[src/rtl/decode_stage.sv]
// Instruction decode stage: splits 32-bit words into R/I/J/FP fields, queues them in a
// 2-entry skid buffer and holds back any head whose source registers have writes pending.
module decode_stage #(
  parameter int IMM_W         = 32,
  parameter bit IMM_SIGN_EXT  = 1'b1,
  parameter bit SCOREBOARD_EN = 1'b1,
  parameter int CNT_W         = 16
) (
  input  logic             clk,
  input  logic             rst_n,
  input  logic             flush,
  input  logic             in_valid,
  output logic             in_ready,
  input  logic [31:0]      in_instr,
  output logic             out_valid,
  input  logic             out_ready,
  output logic [1:0]       out_type,
  output logic [4:0]       out_op,
  output logic [4:0]       out_rs,
  output logic [4:0]       out_rt,
  output logic [4:0]       out_rd,
  output logic [9:0]       out_shamt,
  output logic [IMM_W-1:0] out_imm,
  output logic [28:0]      out_address,
  output logic [3:0]       out_fp_op,
  output logic [4:0]       out_r0,
  output logic [4:0]       out_f0,
  output logic [4:0]       out_f1,
  output logic [4:0]       out_f2,
  input  logic             wb_valid,
  input  logic             wb_fp,
  input  logic [4:0]       wb_reg,
  output logic             hazard,
  output logic [CNT_W-1:0] stall_cnt
);

  typedef enum logic [1:0] {
    EMPTY = 2'd0,
    ONE   = 2'd1,
    TWO   = 2'd2
  } state_t;

  localparam logic [1:0] T_R  = 2'd0;
  localparam logic [1:0] T_I  = 2'd1;
  localparam logic [1:0] T_J  = 2'd2;
  localparam logic [1:0] T_FP = 2'd3;

  typedef struct packed {
    logic [1:0]       itype;
    logic [4:0]       op;
    logic [4:0]       rs;
    logic [4:0]       rt;
    logic [4:0]       rd;
    logic [9:0]       shamt;
    logic [IMM_W-1:0] imm;
    logic [28:0]      address;
    logic [3:0]       fp_op;
    logic [4:0]       r0;
    logic [4:0]       f0;
    logic [4:0]       f1;
    logic [4:0]       f2;
  } entry_t;

  // Fields that do not belong to the instruction's format are stored as zero.
  function automatic entry_t decode(input logic [31:0] w);
    entry_t e;
    e = '0;
    e.itype = w[31:30];
    case (w[31:30])
      T_R: begin
        e.op    = w[29:25];
        e.rs    = w[24:20];
        e.rt    = w[19:15];
        e.rd    = w[14:10];
        e.shamt = w[9:0];
      end
      T_I: begin
        e.op        = w[29:25];
        e.rs        = w[24:20];
        e.rt        = w[19:15];
        e.imm[14:0] = w[14:0];
        for (int i = 15; i < IMM_W; i++) e.imm[i] = IMM_SIGN_EXT & w[14];
      end
      T_J: begin
        e.op      = {4'b0, w[29]};
        e.address = w[28:0];
      end
      default: begin
        e.op    = {1'b0, w[29:26]};
        e.fp_op = w[29:26];
        e.r0    = w[25:21];
        e.f0    = w[20:16];
        e.f1    = w[15:11];
        e.f2    = w[10:6];
      end
    endcase
    return e;
  endfunction

  state_t      state, state_next;
  entry_t      head_q, tail_q, view;
  logic        accept, issue, head_present;
  logic        src_busy, dst_en, dst_fp;
  logic [4:0]  dst_reg;
  logic [31:0] gpr_busy, fp_busy, gpr_busy_next, fp_busy_next;

  assign in_ready     = (state != TWO);
  assign head_present = (state != EMPTY);
  assign accept       = in_valid & in_ready & ~flush;
  assign issue        = out_valid & out_ready;
  assign hazard       = head_present & SCOREBOARD_EN & src_busy;
  assign out_valid    = head_present & ~hazard;

  always_ff @(posedge clk or negedge rst_n) begin
    if (!rst_n) state <= EMPTY;
    else        state <= state_next;
  end

  always_comb begin
    state_next = state;
    if (flush) begin
      state_next = EMPTY;
    end else begin
      case (state)
        EMPTY:   if (accept) state_next = ONE;
        ONE: begin
          if (issue && !accept)      state_next = EMPTY;
          else if (accept && !issue) state_next = TWO;
        end
        TWO:     if (issue) state_next = ONE;
        default: state_next = EMPTY;
      endcase
    end
  end

  // The head always holds the oldest entry; a new word lands in the head slot only when it is the sole entry left.
  always_ff @(posedge clk or negedge rst_n) begin
    if (!rst_n) begin
      head_q <= '0;
      tail_q <= '0;
    end else if (!flush) begin
      if (issue) head_q <= tail_q;
      if (accept) begin
        if (state == EMPTY || (state == ONE && issue)) head_q <= decode(in_instr);
        else                                           tail_q <= decode(in_instr);
      end
    end
  end

  always_comb begin
    src_busy = 1'b0;
    dst_en   = 1'b0;
    dst_fp   = 1'b0;
    dst_reg  = '0;
    case (head_q.itype)
      T_R: begin
        src_busy = gpr_busy[head_q.rs] | gpr_busy[head_q.rt];
        dst_en   = 1'b1;
        dst_reg  = head_q.rd;
      end
      T_I: begin
        src_busy = gpr_busy[head_q.rs];
        dst_en   = 1'b1;
        dst_reg  = head_q.rt;
      end
      T_FP: begin
        src_busy = fp_busy[head_q.f1] | fp_busy[head_q.f2];
        dst_en   = 1'b1;
        dst_fp   = 1'b1;
        dst_reg  = head_q.f0;
      end
      default: ;
    endcase
  end

  // Setting is applied after clearing so an issue and a writeback to the same register leave it busy.
  always_comb begin
    gpr_busy_next = gpr_busy;
    fp_busy_next  = fp_busy;
    if (wb_valid) begin
      if (wb_fp) fp_busy_next[wb_reg]  = 1'b0;
      else       gpr_busy_next[wb_reg] = 1'b0;
    end
    if (issue && dst_en && SCOREBOARD_EN) begin
      if (dst_fp) fp_busy_next[dst_reg]  = 1'b1;
      else        gpr_busy_next[dst_reg] = 1'b1;
    end
    gpr_busy_next[0] = 1'b0;
  end

  always_ff @(posedge clk or negedge rst_n) begin
    if (!rst_n) begin
      gpr_busy <= '0;
      fp_busy  <= '0;
    end else begin
      gpr_busy <= gpr_busy_next;
      fp_busy  <= fp_busy_next;
    end
  end

  always_ff @(posedge clk or negedge rst_n) begin
    if (!rst_n)                                     stall_cnt <= '0;
    else if (hazard && stall_cnt != {CNT_W{1'b1}}) stall_cnt <= stall_cnt + CNT_W'(1);
  end

  assign view        = head_present ? head_q : '0;
  assign out_type    = view.itype;
  assign out_op      = view.op;
  assign out_rs      = view.rs;
  assign out_rt      = view.rt;
  assign out_rd      = view.rd;
  assign out_shamt   = view.shamt;
  assign out_imm     = view.imm;
  assign out_address = view.address;
  assign out_fp_op   = view.fp_op;
  assign out_r0      = view.r0;
  assign out_f0      = view.f0;
  assign out_f1      = view.f1;
  assign out_f2      = view.f2;

endmodule

[config.mk]
export PLATFORM = sky130hd
export DESIGN_NAME = decode_stage
export DESIGN_NICKNAME = d
export VERILOG_FILES = /design/src/rtl/decode_stage.sv
export SDC_FILE = /design/constraint.sdc
export NUM_CORES = 1
export LEC_CHECK = 0
export CAP_MARGIN = 20
export CORE_UTILIZATION = 40
export CTS_BUF_LIST = sky130_fd_sc_hd__clkbuf_2 sky130_fd_sc_hd__clkbuf_4 sky130_fd_sc_hd__clkbuf_8
export CTS_CLUSTER_DIAMETER = 60
export DETAILED_ROUTE_END_ITERATION = 6
export PLACE_DENSITY = 0.58
export SLEW_MARGIN = 20
export SYNTH_ARGS = -nofsm -noshare
export SYNTH_HDL_FRONTEND = slang
export SYNTH_SLANG_ARGS = --single-unit
[constraint.sdc]
create_clock -name clk -period 3.7 [get_ports clk]
set_input_delay 0.74 -clock clk [delete_from_list [all_inputs] [get_ports clk]]
set_output_delay 0.74 -clock clk [all_outputs]
set_load 0.02 [all_outputs]
==> out/results.txt <==
Post-Syn Nets -> 1,515
Detailed router's first-iteration violation count -> 790
CTS Hold Bufs -> 0
Gpl congestion -> 0.914
Number of global-route vias before repair -> 11,800
Worst reg2reg setup slack -> 160 ps
WL final -> 44.1 mm
Layout cells sized above 1 -> 10.4%
Comb pwr share -> 43.0%
Max-cap violations -> 0
Ys async rst share -> 100%
P&R area growth vs syn -> 25.6%
Outcome -> complete, but fails checks
Core area -> 35,700 um2
Netlist cell types -> 56
CTS root buf -> clkbuf_8
Die Area -> 37,300 um2
Mean Syn Cell Area -> 9.93 um2
Initial antenna violation count -> 0
Endpoint class of the critical path -> primary output
CTS tree -> done
Drt drc -> 13
Die boundary height -> 193 um
Fmax -> 0.274 GHz
Crit path DAT -> 2910 ps
Hold Vio Cnt, Final -> 0
Violated checks -> DRC
Max-slew headroom -> 58.2%
Cell Count, Final, Fillers Out -> 2,161
Starting density of the core -> 40.8%
Post-placement cell count -> 2,068
Top_reg_cell synth -> dfrtp_1
Post-DR wirelength/cell -> 20.4 um
Port Buf Inserts -> 179
Seq/Total Area, Yosys -> 51.1%
Final clock skew -> 20.4 ps
Mapped Area -> 14,600 um2
CP Launch Type -> flop
Vias/cell -> 5.52
Post-synth top area cell -> dfrtp_1
Global-route wire length before repair -> 69.2 mm
Final critical-path required period -> 3650 ps
Sw Ratio -> 38.9%
Cell area after layout -> 18,300 um2
Crit. Startpoint -> head_q[2]
Sink Count -> 298
WS Path Type -> reg2out
Pleak -> 8.42 nW
Worst-Margin Slew -> 625 ps
Period utilisation layout -> 98.7%
CTS Buf Count -> 52
Sequential power share -> 36.0%
Clock Power Share -> 21.0%
Tot GR Track Use -> 24.1%
Post-Synthesis Cells -> 1,470
Clk buf depth -> 3
Post-DP Area -> 17,200 um2
Overflow after GRT -> 0
Final Net Count -> 1,708
Final HPWL DP -> 29.2 mm
Int Power -> 9.43 mW
Worst-path clk slew -> 60 ps
Top-Level Pins -> 180
Required time worst endpoint -> 2960 ps
Reg2Reg Launch Point -> head_q[2]
H-tree levels -> 2
Site row count -> 69
Worst Path Max Fanout -> 3
Initial DRT Pass Iterations -> 7
Switch Pwr -> 6.00 mW
Synthesis Warnings -> 0
Synth area leaders -> dfrtp_1 (51%), mux2i_1 (10%), a221oi_1 (5.8%), and2_1 (5.1%), o21ai_0 (4.4%)
Power Density -> 842 nW/um2
Final ANT Viol Nets -> 0
VDD IR max -> 384 uV
#FFs+latches synth -> 298
EDFF count, synth -> 0
Worst-Skew Late Latency -> 620 ps
Unrepaired setup endpoints after global routing -> true
Total number of vias -> 11,900
Chip Width -> 193 um
Hold WC Path Type -> in2async
Pin count of the biggest net entering global routing -> 106
Post-synth top area share -> 51.1%
Slew Viols, Final -> 0
Final setup viols -> 0
-- what timing repair did --
item / CTS / global route
resized for setup: 16 / 3
gates cloned: 0 / 0
setup buffers: 1 / 1
pin swaps: 4 / 2
endpoints found under the setup margin: 2 / 12
hold endpoints to repair: 0 / 0
-- cell type report --
cell class	count	area (um2)
timing repair buffer	235	2430
clock inverter	9	92.6
tap	461	577
sequential	298	7460
antenna	1	2.50
fill	3282	17400
multi-input combinational	974	6370
clock buffer	81	1020
inverter	102	383
-- routing by layer --
layer	GRT usage, %	vias up	wire length (um)
met5	0	-	0
met4	7.12	0	1050
met2	36.4	352	19700
met1	34.9	5993	20800
li1	-	5502	-
met3	4.74	71	2490
-- flip-flops by register name, indices dropped and copies added (netlist names) --
name       count
tail_q       100
stall_cnt     16
state          2
gpr_busy      31
fp_busy       32
head_q       117
-- critical path, stage by stage (launching register included) --
cell	delay (ps)
dfrtp_2	420
mux4_2	520
mux2i_1	130
or3_1	120
nand4_1	80
o41a_1	540
or2_1	260
nor2_1	90
buf_4	150
-- power groups by stage --
stage | clock, mW | combinational [mW] | sequential (mW)
after floorplan | 0 | 4.23 | 5.10
after global placement | 0 | 6.54 | 5.52
after detailed placement | 0 | 6.59 | 5.54
after CTS | 3.31 | 6.68 | 5.51
after global routing | 3.46 | 7.26 | 5.70
final | 3.24 | 6.64 | 5.55
-- synthesized netlist by cell type (2+ instances only) --
cell and count:
nand4_1 7, mux4_2 8, nor3_1 6, a311oi_1 2, and2_1 118, nand2b_1 25
nor4_1 2, mux2_2 5, nor2b_1 22, nor2_1 124, or3_1 6, buf_2 34
a22oi_1 15, a21oi_1 9, and4_1 2, or3b_2 2, and3_1 4, o21ai_0 128
a22o_1 2, inv_1 101, a221o_1 3, nand4b_1 3, buf_1 4, nand3_1 62
nand2_1 125, a221oi_1 97, mux2i_1 149, xnor2_1 13, a21o_1 3, buf_4 3
dfrtp_1 298, nand3b_1 4, a211oi_1 2, nor3b_1 5, a31oi_1 2, clkbuf_1 55
-- through the flow --
step / util [%] / power [mW] / hold slack, ps / setup TNS, ps / setup WS (ps)
after floorplan: - / 9.34 / 444 / 0 / 279
after global placement: 48.1 / 12.1 / 477 / 0 / 82.9
after detailed placement: 48.1 / 12.1 / 479 / 0 / 80.0
after CTS: 51.3 / 15.5 / 66.3 / 0 / 4.41
after global routing: 51.3 / 16.4 / 66.3 / -372 / -93.4
final: 51.3 / 15.4 / 59.2 / 0 / 46.5
-- placed cells by master (no fill, tap or decap), types with 5 or more instances in the layout --
| master | n |
|---|---|
| nand3_1 | 62 |
| a22oi_1 | 15 |
| a21oi_1 | 9 |
| a221oi_1 | 97 |
| nand4_1 | 7 |
| clkinv_2 | 6 |
| nor2b_1 | 22 |
| inv_1 | 101 |
| o21ai_0 | 128 |
| clkbuf_4 | 15 |
| xnor2_1 | 13 |
| clkbuf_8 | 66 |
| nand2b_1 | 24 |
| nand2_1 | 125 |
| mux2i_1 | 149 |
| nor3_1 | 6 |
| dfrtp_1 | 294 |
| clkdlybuf4s50_1 | 176 |
| nor2_1 | 121 |
| mux2_2 | 5 |
| nor3b_1 | 5 |
| and2_1 | 117 |
| or3_1 | 6 |
| buf_12 | 17 |
| mux4_2 | 8 |
| buf_4 | 39 |
-- cells by family after synthesis --
logic type	count (synthesis)	share of synthesized area [%]
simple gates	525	18.0
xor+xnor	14	0.840
mux	162	11.8
flops	298	51.1
fa+ha+maj	1	0.0857
compound gates	272	12.7
buf+inv	198	5.46
-- worst paths after layout --
kind	end	cells after the start
max	out_valid	8
min	stall_cnt[12]	1
max reg2reg	tail_q[85]	11
min reg2reg	tail_q[83]	1
max in group asynchronous	head_q[101]	2
min in group clk	tail_q[83]	1
Power figures use the tool's default switching activity.
